[config.mk]
export PLATFORM = sky130hd
export DESIGN_NAME = cpu_core
export DESIGN_NICKNAME = d
export VERILOG_FILES = /design/src/rtl/cpu_pkg.sv /design/src/rtl/cpu_regfile.sv /design/src/rtl/cpu_core.sv
export SDC_FILE = /design/constraint.sdc
export NUM_CORES = 2
export LEC_CHECK = 0
export ABC_AREA = 1
export ABC_CLOCK_PERIOD_IN_PS = 9000
export BUFFER_PORTS_ARGS = -buffer_cell sky130_fd_sc_hd__buf_4
export CORE_ASPECT_RATIO = 0.9
export CORE_UTILIZATION = 35
export DETAILED_ROUTE_END_ITERATION = 8
export PLACE_DENSITY = 0.47
export SYNTH_ARGS = -nofsm -noshare
export SYNTH_HDL_FRONTEND = slang
export SYNTH_HIERARCHICAL = 1
export SYNTH_SLANG_ARGS = --single-unit
[constraint.sdc]
create_clock -name clk -period 9 [get_ports clk]
set_clock_uncertainty 0.15 [all_clocks]
set_input_delay 1.8 -clock clk [delete_from_list [all_inputs] [get_ports clk]]
set_output_delay 1.8 -clock clk [all_outputs]
set_load 0.03 [all_outputs]
[src/rtl/cpu_pkg.sv]
// Shared encodings for the single-cycle RV32I core.
// Multiply ops are only decoded when CPU_MUL_EN is defined.
package cpu_pkg;

  localparam logic [6:0] OPC_LOAD   = 7'b0000011;
  localparam logic [6:0] OPC_STORE  = 7'b0100011;
  localparam logic [6:0] OPC_OP     = 7'b0110011;
  localparam logic [6:0] OPC_OPIMM  = 7'b0010011;
  localparam logic [6:0] OPC_BRANCH = 7'b1100011;
  localparam logic [6:0] OPC_JAL    = 7'b1101111;
  localparam logic [6:0] OPC_JALR   = 7'b1100111;
  localparam logic [6:0] OPC_LUI    = 7'b0110111;
  localparam logic [6:0] OPC_AUIPC  = 7'b0010111;

  localparam logic [2:0] F3_ADD  = 3'd0;
  localparam logic [2:0] F3_SLL  = 3'd1;
  localparam logic [2:0] F3_SLT  = 3'd2;
  localparam logic [2:0] F3_SLTU = 3'd3;
  localparam logic [2:0] F3_XOR  = 3'd4;
  localparam logic [2:0] F3_SR   = 3'd5;
  localparam logic [2:0] F3_OR   = 3'd6;
  localparam logic [2:0] F3_AND  = 3'd7;
  localparam logic [2:0] F3_WORD = 3'd2;
  localparam logic [2:0] F3_BEQ  = 3'd0;
  localparam logic [2:0] F3_BNE  = 3'd1;
  localparam logic [2:0] F3_BLT  = 3'd4;
  localparam logic [2:0] F3_BGE  = 3'd5;
  localparam logic [2:0] F3_BLTU = 3'd6;
  localparam logic [2:0] F3_BGEU = 3'd7;

  localparam logic [6:0] F7_BASE = 7'b0000000;
  localparam logic [6:0] F7_ALT  = 7'b0100000;
  localparam logic [6:0] F7_MUL  = 7'b0000001;

  typedef enum logic [4:0] {
    ALU_ADD, ALU_SUB, ALU_SLL, ALU_SLT,
    ALU_SLTU, ALU_XOR, ALU_SRL, ALU_SRA,
    ALU_OR, ALU_AND, ALU_EQ, ALU_NE,
    ALU_GE, ALU_GEU, ALU_MUL, ALU_MULH,
    ALU_MULHSU, ALU_MULHU
  } alu_op_t;

  typedef enum logic [2:0] {
    IMM_I, IMM_S, IMM_B, IMM_U, IMM_J
  } imm_fmt_t;

  function automatic logic [31:0] imm_gen(
    input logic [31:0] i,
    input imm_fmt_t    fmt
  );
    logic [31:0] v;
    unique case (fmt)
      IMM_S: v = {{20{i[31]}}, i[31:25], i[11:7]};
      IMM_B: v = {{19{i[31]}}, i[31], i[7],
                  i[30:25], i[11:8], 1'b0};
      IMM_U: v = {i[31:12], 12'b0};
      IMM_J: v = {{11{i[31]}}, i[31], i[19:12],
                  i[20], i[30:21], 1'b0};
      default: v = {{20{i[31]}}, i[31:20]};
    endcase
    return v;
  endfunction

  // alt selects sub/sra; callers pass it only where legal
  function automatic alu_op_t alu_from_f3(
    input logic [2:0] f3,
    input logic       alt
  );
    alu_op_t op;
    unique case (f3)
      F3_ADD:  op = alt ? ALU_SUB : ALU_ADD;
      F3_SLL:  op = ALU_SLL;
      F3_SLT:  op = ALU_SLT;
      F3_SLTU: op = ALU_SLTU;
      F3_XOR:  op = ALU_XOR;
      F3_SR:   op = alt ? ALU_SRA : ALU_SRL;
      F3_OR:   op = ALU_OR;
      default: op = ALU_AND;
    endcase
    return op;
  endfunction

endpackage

[src/rtl/cpu_regfile.sv]
// 31 x 32-bit register file, x0 reads zero.
// Two async read ports, one write port, sync clear.
module cpu_regfile
  import cpu_pkg::*;
(
  input  logic        clk,
  input  logic        reset,
  input  logic [4:0]  rs1_addr,
  input  logic [4:0]  rs2_addr,
  output logic [31:0] rs1_data,
  output logic [31:0] rs2_data,
  input  logic        wr_en,
  input  logic [4:0]  rd_addr,
  input  logic [31:0] rd_data
);

  logic [31:0] regs [1:31];

  always_ff @(posedge clk) begin
    if (reset) begin
      for (int i = 1; i < 32; i++)
        regs[i] <= '0;
    end else if (wr_en && rd_addr != 5'd0) begin
      regs[rd_addr] <= rd_data;
    end
  end

  assign rs1_data = (rs1_addr == 5'd0) ? '0
                  : regs[rs1_addr];
  assign rs2_data = (rs2_addr == 5'd0) ? '0
                  : regs[rs2_addr];

endmodule

[src/rtl/cpu_core.sv]
// Single-cycle RV32I core with external instr/data memories.
// Define CPU_MUL_EN to add mul/mulh/mulhsu/mulhu.
module cpu_core
  import cpu_pkg::*;
#(
  parameter logic [31:0] RESET_PC = 32'h0000_0000
) (
  input  logic        clk,
  input  logic        reset,
  input  logic [31:0] instr,
  input  logic [31:0] readData,
  output logic [31:0] result,
  output logic [31:0] instrAddr,
  output logic [31:0] dataAddr,
  output logic [31:0] writeData,
  output logic        we
);

  logic [31:0] pc, pc4, imm, rs1_d, rs2_d;
  logic [31:0] op_a, op_b, alu_out, wb_data, pc_next;
  logic [6:0]  opc, f7;
  logic [2:0]  f3;
  alu_op_t     alu_op;
  imm_fmt_t    fmt;
  logic legal, wr, st, ld, br, jal, jalr;
  logic a_pc, a_zero, b_imm, taken;

  assign opc = instr[6:0];
  assign f3  = instr[14:12];
  assign f7  = instr[31:25];
  assign pc4 = pc + 32'd4;
  assign imm = imm_gen(instr, fmt);

  always_comb begin
    legal  = 1'b0;
    wr     = 1'b0;
    st     = 1'b0;
    ld     = 1'b0;
    br     = 1'b0;
    jal    = 1'b0;
    jalr   = 1'b0;
    a_pc   = 1'b0;
    a_zero = 1'b0;
    b_imm  = 1'b1;
    fmt    = IMM_I;
    alu_op = ALU_ADD;
    unique case (opc)
      OPC_LOAD: begin
        legal = (f3 == F3_WORD);
        wr    = 1'b1;
        ld    = 1'b1;
      end
      OPC_STORE: begin
        legal = (f3 == F3_WORD);
        st    = 1'b1;
        fmt   = IMM_S;
      end
      OPC_OPIMM: begin
        wr     = 1'b1;
        alu_op = alu_from_f3(f3,
                   f3 == F3_SR && instr[30]);
        unique case (f3)
          F3_SLL: legal = (f7 == F7_BASE);
          F3_SR:  legal = (f7 == F7_BASE)
                       || (f7 == F7_ALT);
          default: legal = 1'b1;
        endcase
      end
      OPC_OP: begin
        wr    = 1'b1;
        b_imm = 1'b0;
        alu_op = alu_from_f3(f3, f7 == F7_ALT);
        if (f7 == F7_BASE)
          legal = 1'b1;
        else if (f7 == F7_ALT)
          legal = (f3 == F3_ADD) || (f3 == F3_SR);
`ifdef CPU_MUL_EN
        else if (f7 == F7_MUL) begin
          legal = !f3[2];
          unique case (f3[1:0])
            2'd0: alu_op = ALU_MUL;
            2'd1: alu_op = ALU_MULH;
            2'd2: alu_op = ALU_MULHSU;
            default: alu_op = ALU_MULHU;
          endcase
        end
`endif
      end
      OPC_BRANCH: begin
        br    = 1'b1;
        b_imm = 1'b0;
        fmt   = IMM_B;
        legal = 1'b1;
        unique case (f3)
          F3_BEQ:  alu_op = ALU_EQ;
          F3_BNE:  alu_op = ALU_NE;
          F3_BLT:  alu_op = ALU_SLT;
          F3_BGE:  alu_op = ALU_GE;
          F3_BLTU: alu_op = ALU_SLTU;
          F3_BGEU: alu_op = ALU_GEU;
          default: legal  = 1'b0;
        endcase
      end
      OPC_JAL: begin
        legal = 1'b1;
        wr    = 1'b1;
        jal   = 1'b1;
        a_pc  = 1'b1;
        fmt   = IMM_J;
      end
      OPC_JALR: begin
        legal = (f3 == 3'd0);
        wr    = 1'b1;
        jalr  = 1'b1;
      end
      OPC_LUI: begin
        legal  = 1'b1;
        wr     = 1'b1;
        a_zero = 1'b1;
        fmt    = IMM_U;
      end
      OPC_AUIPC: begin
        legal = 1'b1;
        wr    = 1'b1;
        a_pc  = 1'b1;
        fmt   = IMM_U;
      end
      default: legal = 1'b0;
    endcase
  end

  assign op_a = a_zero ? '0 : (a_pc ? pc : rs1_d);
  assign op_b = b_imm ? imm : rs2_d;

`ifdef CPU_MUL_EN
  logic [63:0] p_ss, p_su, p_uu;
  assign p_ss = $signed({{32{op_a[31]}}, op_a})
              * $signed({{32{op_b[31]}}, op_b});
  assign p_su = $signed({{32{op_a[31]}}, op_a})
              * $signed({32'b0, op_b});
  assign p_uu = {32'b0, op_a} * {32'b0, op_b};
`endif

  always_comb begin
    alu_out = '0;
    unique case (alu_op)
      ALU_ADD:  alu_out = op_a + op_b;
      ALU_SUB:  alu_out = op_a - op_b;
      ALU_SLL:  alu_out = op_a << op_b[4:0];
      ALU_SLT:  alu_out = {31'b0,
                  $signed(op_a) < $signed(op_b)};
      ALU_SLTU: alu_out = {31'b0, op_a < op_b};
      ALU_XOR:  alu_out = op_a ^ op_b;
      ALU_SRL:  alu_out = op_a >> op_b[4:0];
      ALU_SRA:  alu_out = $signed(op_a) >>> op_b[4:0];
      ALU_OR:   alu_out = op_a | op_b;
      ALU_AND:  alu_out = op_a & op_b;
      ALU_EQ:   alu_out = {31'b0, op_a == op_b};
      ALU_NE:   alu_out = {31'b0, op_a != op_b};
      ALU_GE:   alu_out = {31'b0,
                  $signed(op_a) >= $signed(op_b)};
      ALU_GEU:  alu_out = {31'b0, op_a >= op_b};
`ifdef CPU_MUL_EN
      ALU_MUL:    alu_out = p_ss[31:0];
      ALU_MULH:   alu_out = p_ss[63:32];
      ALU_MULHSU: alu_out = p_su[63:32];
      ALU_MULHU:  alu_out = p_uu[63:32];
`endif
      default:  alu_out = '0;
    endcase
  end

  assign taken = legal && br && alu_out[0];

  always_comb begin
    pc_next = pc4;
    if (legal && jal)
      pc_next = alu_out;
    else if (legal && jalr)
      pc_next = {alu_out[31:1], 1'b0};
    else if (taken)
      pc_next = pc + imm;
  end

  assign wb_data = ld ? readData
                 : (jal || jalr) ? pc4 : alu_out;

  always_ff @(posedge clk) begin
    if (reset)
      pc <= RESET_PC;
    else
      pc <= pc_next;
  end

  cpu_regfile u_regfile (
    .clk      (clk),
    .reset    (reset),
    .rs1_addr (instr[19:15]),
    .rs2_addr (instr[24:20]),
    .rs1_data (rs1_d),
    .rs2_data (rs2_d),
    .wr_en    (legal && wr && !reset),
    .rd_addr  (instr[11:7]),
    .rd_data  (wb_data)
  );

  assign instrAddr = pc;
  assign result    = alu_out;
  assign dataAddr  = alu_out;
  assign writeData = rs2_d;
  assign we        = legal && st && !reset;

endmodule

Word-level counts from Yosys, hierarchy flattened

Memories as Yosys holds them, arrays and structs flattened.
Index checks and enable logic that the tools add are counted.
W data, S select, Z words.

Register bits: 32
Bits in writable memories: 992
Input bits: 66
Output and inout bits: 129
Word-level logic and storage cells: 122
Memories: 1

$add $sub $neg: 4
Magnitude comparators: 4
Equal/unequal tests: 36
Shifts and indexed selects: 3
Mux-type cells: 42
Bitwise gates (word level): 3
Reductions and logical operators: 28

Memory list:

| name           | depth | width | rd ports | clocked after memory_dff | wr ports | RTL line          | source |
|---|---|---|---|---|---|---|---|
| u_regfile.regs | 31    | 32    | 2        | 0                        | 31       | cpu_regfile.sv:17 | `logic [31:0] regs [1:31];` |

Operators with widths:

| kind                    | count |
|---|---|
| $pmux W32 S14           | 1 |
| $mux W32                | 11 |
| $pmux W31 S4            | 1 |
| $add A32 B32 Y32        | 2 |
| $ge A32 B32 Y1          | 2 |
| $lt A32 B32 Y1          | 2 |
| $pmux W4 S7             | 2 |
| $add A32 B3 Y32 const B | 1 |
| $and A32 B32 Y32        | 1 |
| $eq A32 B32 Y1          | 1 |
| $ne A32 B32 Y1          | 1 |
| $or A32 B32 Y32         | 1 |
| $reduce_or A32 Y1       | 1 |
| $shl A32 B5 Y32         | 1 |
| $shr A32 B5 Y32         | 1 |
| $sshr A32 B5 Y32        | 1 |
| $sub A32 B32 Y32        | 1 |
| $xor A32 B32 Y32        | 1 |
| $eq A5 B4 Y1 const B    | 6 |
| $eq A7 B6 Y1 const B    | 4 |
| $pmux W4 S6             | 1 |
| $eq A7 B7 Y1 const B    | 3 |
| $mux W1                 | 21 |
| $eq A5 B3 Y1 const B    | 4 |
| 23 further kinds        | 49 |

Longest topological paths before layout

Word-level depth: 13
Depth in mapped cells: 42
Mapped depth without buffers: 35

By module

Netlist, hierarchy kept.

By module, submodules not included:

| module      | times used | cells an instance | area an instance (µm²) | sequential area each (µm²) |
|---|---|---|---|---|
| cpu_regfile | 1          | 7249              | 56511.7                | 30749.5 |
| cpu_core    | 1          | 3011              | 15780.1                | 640.6 |

Worst setup path before layout

Ideal clock, no wire load.

Path type: input port to output port
From: input port instr[21]
To: output port result[8]
Data arrival time: 6.393 ns
Data required time: 7.050 ns
Slack: 0.657 ns
Stages: 25
Path buffers: 4
Cell sequence: inv_2 clkbuf_1 buf_1 o211ai_1 nand2_1 nand2_1 nand3_1 nor2_1 nor2_1 nand2_1 nand2_1 buf_4 ha_1 inv_1 fa_1 or2_2 o21ai_0 a21boi_0 o21ai_0 nor2_1 a211oi_1 o21ai_0 a31oi_1 nand2_1 buf_4

Longest elaborated chain between the ends: 5
Elaborated cells between the ends (all ways): 14
Classes of those cells: 2 x add/sub; 3 x shift; 4 x mux; 3 x bitwise; 1 x reduce/logical; 1 x memory

Ends and longest elaborated chain:

| item                                                | RTL line          | source |
|---|---|---|
| start: declaration                                  | cpu_core.sv:10    | `input logic [31:0] instr,` |
| $mem_v2 Z31 W32 or $logic_not A5 Y1 (tied branches) | -                 |  |
| $mux W32 *                                          | cpu_regfile.sv:30 | `assign rs2_data = (rs2_addr == 5'd0) ? '0` |
| net writeData[0]                                    | cpu_core.sv:15    | `output logic [31:0] writeData,` |
| $mux W32 *                                          | cpu_core.sv:133   | `assign op_b = b_imm ? imm : rs2_d;` |
| $sub A32 B32 Y32 (tied with other cells)            | cpu_core.sv:148   | `ALU_SUB: alu_out = op_a - op_b;` |
| $pmux W32 S14 *                                     | cpu_core.sv:146   | `unique case (alu_op)` |
| end: declaration                                    | cpu_core.sv:12    | `output logic [31:0] result,` |

Mark *: on every way through the listed nets, which the timed path passes. The rest lies on a longest branch.

Worst setup path in the final report

From: input port instr[21]
To: output port dataAddr[27]

Longest elaborated chain between the ends: 5
Elaborated cells between the ends (all ways): 14
Classes of those cells: 2 x add/sub; 3 x shift; 4 x mux; 3 x bitwise; 1 x reduce/logical; 1 x memory

Ends and longest elaborated chain:

| item                                                | RTL line          | source |
|---|---|---|
| $mem_v2 Z31 W32 or $logic_not A5 Y1 (tied branches) | -                 |  |
| $mux W32                                            | cpu_regfile.sv:30 |  |
| $mux W32 *                                          | cpu_core.sv:133   |  |
| $sub A32 B32 Y32 (tied with other cells)            | cpu_core.sv:148   |  |
| $pmux W32 S14 *                                     | cpu_core.sv:146   |  |
| end: declaration                                    | cpu_core.sv:14    | `output logic [31:0] dataAddr,` |

Mark *: on every way between the ends. The rest lies on a longest branch, timed or not.

==> summary by stage <==
Run status
The flow ran to the end, but the final reports show violations. The checks that failed: setup timing.

STA
The count of pins over their slew limit is 0. In this run the tightest slew margin relative to its limit is 5.960%. The minimum setup slack in the final design is -14.91 ps. Setup repair after global routing could not meet its margin everywhere. The final setup violation count is 2. Static timing analysis puts the maximum clock frequency at 0.1109 GHz.

After layout, the minimum clock period comes to between 9000 and 10000 ps. At the pin with the least slew margin, the transition time is around 1400 ps. The final-report hold violation count came to 0. The tightest hold path in the finished design has a slack of between 500 and 600 ps.

The period utilization is 100.2%.

Layout
Cells fill between 40 and 50% of the core in the end. Leaving out filler cells and counting taps, the final layout contains 13600. The synthesis-to-layout area growth is 20.64%. At the end of the flow, the number of nets in the layout was approximately 11000. The ratio of cells with drive above 1 in the final layout is between 10% and 20%.

The total non-filler cell area in the finished layout is 87210 sq um.

Clocking
The clock passes through at most 3 buffers. The clock net sink count is between 1000 and 1500. The clock input transition at the sequential cells of the worst setup and hold paths is about 50 ps. CTS built an H-tree with a depth of 3. CTS placed an instance of sky130_fd_sc_hd__clkbuf_16 at the clock tree root. The clock tree from TritonCTS is yes. At the later pin of the worst-skew pair, clock insertion delay measures ~850 ps. In this run, CTS created clock tree buffers numbering between 100 and 150.

The count of hold-fix buffers inserted at cts is 0.

Yosys
The yosys synthesis warning count is 6. In this run, synthesis inferred roughly 1000 flip-flops with an integrated enable. In the synthesized netlist the dominant register cell turns out to be sky130_fd_sc_hd__edfxtp_1. In the post-synthesis netlist, the biggest area contributors are sky130_fd_sc_hd__edfxtp_1 43%, sky130_fd_sc_hd__nand2_1 15%, sky130_fd_sc_hd__nor2_1 11%, sky130_fd_sc_hd__nand3_1 10%, sky130_fd_sc_hd__o21ai_0 4.3%. The async set or reset register ratio after synthesis is 0%. Of all cell types, the one taking the most synthesized area is sky130_fd_sc_hd__edfxtp_1. Synthesis inferred approximately 1100 register bits. The area of the mapped netlist is 72290 sq um.

The number of distinct library cells after synthesis is a little over 60. The post-synthesis instance total is between 10000 and 15000. After synthesis, the mean cell area works out to 7.046 sq um. Summed over its instances, the top area cell type makes up 42.54% of the synthesized netlist area. The sequential share of the synthesized area is between 40 and 50%.

Die
The floorplan step set the die width to around 480 um. Once the floorplan was initialized, standard cells occupied between 30 and 40% of the core. The vertical die dimension is 433.2 um. The floorplan has between 150 and 200 rows. The core region is roughly 200000 sq um. The die covers 208400 sq um. ~200 I/O pins were placed.

Routing
In the final routed layout, each cell accounts on average for approximately 30 um. In this run, the number of DRC markers left after iteration 0 of detailed routing was between 10000 and 15000. The length of the first detailed-routing pass in iterations is 7.

Summing over every cut layer, the via total after detailed routing is slightly below 80000. After detailed routing, the number of remaining DRC violations is 0. The number of antenna-violating nets in the routed design is 0. The via count normalized by instance count is between 5 and 6. The post-detailed-routing wire length is about 410000 um.

Setup path
The data arrival time at the worst-slack endpoint is 7060 ps. The largest delay contributor family on the critical path is buffers and inverters. The critical path is of the input pin to output pin type. The slowest stage of the critical path is the sky130_fd_sc_hd__ha_1 cell. In this run the worst path has a maximum fanout of 28. The kind of launch point of the worst setup path is an input pin. The number of buffers and inverters on the critical path is 10. The data required time at the worst endpoint is between 7000 and 8000 ps.

The worst register-to-register path has a setup slack of about 2700 ps. The worst setup path is captured at an output pin. The most frequent cell on the critical path is sky130_fd_sc_hd__buf_4. On the worst path, the slowest cell contributes a delay of ~420 ps. The number of cells on the worst reg-to-reg path is 31. The number of gates on the worst path with buffers counted is 30.

Pwr
The power density normalized to cell area is a little under 200 nW/um^2. VDD sags by at most 0.2118 mV. The analysis attributes to cell leakage a power of 38.50 nW.

GRT
The wire length of the first global-routing pass is 553600 um. For met3 alone, demand over resource in global routing was under 10%. Entering global routing, the biggest net connects 88 pins. The global-route track usage on met1 is roughly 55%. The remaining global-route overflow is 0. For this run, the total global-route usage over all layers was measured as a little under two fifths. The number of global-route vias before repair is 70250. The global routing stage identified its most utilized layer as met1. The initial antenna violation count is 17. The routing usage on met2 is between 50% and 60%.

Place
The total of buffers placed on input and output ports is 194. Summing all placed instances gives a cell area of 82600 sq um. The number of instances in the placed design is about 13000. The congestion estimate from routability-driven global placement came to ~1.1.

Detailed placement ended at an HPWL of 289700 um.

Hold path
In this run the worst hold path is classified as flop to flop. The number of cells traversed by the worst hold path is 4.

Run
Across the run, the number of max-cap violations was 0.
==> per-layer routing <==
metal	part of all wire (%)	routed length (um)
met3	12	48470
met1	43	174500
met4	4.2	17150
met5	0.0072	29
met2	41	165000
==> registers in the layout, indices dropped and copies added, names as in the netlist <==
signal / flops
u_regfile/regs: 1024
instrAddr: 32
==> metrics by stage <==
stage / power, mW / TNS [ps] / setup slack (ps)
after floorplan: 8.321 / 0 / 656.6
after global placement: 11.59 / -4154 / -415.1
after detailed placement: 11.56 / -1840 / -329.8
after CTS: 16.54 / 0 / 1.893
after global routing: 17.16 / -179.8 / -37.21
final: 16.75 / -28.91 / -14.91
==> area by class of cell <==
class,instances,area [sq um]
inverter,505,1941
fill,20950,117100
sequential,1056,31390
tap,2703,3382
antenna,5,12.51
multi-input combinational,7940,36050
clock buffer,147,3147
clock inverter,78,735.7
timing repair buffer,1168,10560
==> path summary, 6_finish.rpt <==
check / startpoint / endpoint
max: instr[21] / dataAddr[27]
min: instrAddr[1] / instrAddr[1]
max reg2reg: u_regfile/regs[16][4] / u_regfile/regs[23][17]
min reg2reg: instrAddr[1] / instrAddr[1]
==> worst register-to-register path: cells and delay by family (launching register included) <==
| kind | cells | cell delay (ps) |
|---|---|---|
| compound gates | 6 | 1620 |
| buf+inv | 7 | 1120 |
| simple gates | 17 | 2590 |
| flops | 1 | 390 |
| fa+ha+maj | 1 | 220 |
==> logic make-up after synthesis <==
logic type,synth area share [%]
AOI/OAI and AO/OA,8.733
xor gates and xnor gates,0.8360
and+or+nand+nor,37.06
other,0.005187
DFF,43.42
buffers and inverters,7.624
adders and majority gates,2.316
==> Yosys cell counts, drive strengths merged (32+ instances only) <==
cell / n
o211ai: 65
o21ai: 673
xor2: 57
nand2: 2909
inv: 495
a21oi: 338
nor2: 2050
nand3: 1444
edfxtp: 1024
clkbuf: 383
buf: 407
dfxtp: 32
ha: 129
nand4: 38
nor3: 52
==> power by group <==
group	switching [mW]	internal, mW	leakage (nW)
logic	4.22	1.78	26.0
registers	0.131	5.60	10.6
clock network	2.24	2.77	1.89
total	6.59	10.2	38.5
==> timing repair <==
item                                    4_1_cts  5_1_grt
endpoints found under the setup margin       19       58
pin swaps                                     1        5
resized for setup                             8      136
setup buffers                                 1        6
endpoints found under the hold margin         0        0
gates cloned                                  0        6
==> cells in the final DEF, fill, tap and decap left out, drive strengths merged, types with 4 or more instances in the layout <==
cell type	n
clkinv	73
inv	497
a31oi	8
xor2	57
xnor2	12
nand4	38
a21oi	338
o21bai	10
diode	5
dfxtp	32
nand2	2909
a221oi	4
o211ai	65
o221ai	9
edfxtp	1024
a21o	9
or2	31
clkbuf	153
a211oi	7
nor3	52
nor2	2050
o22ai	19
conb	32
nand3b	4
a21boi	8
nor4	11
nand3	1444
ha	129
buf	1162
o21ai	673
bufinv	10
Power figures use the tool's default switching activity.
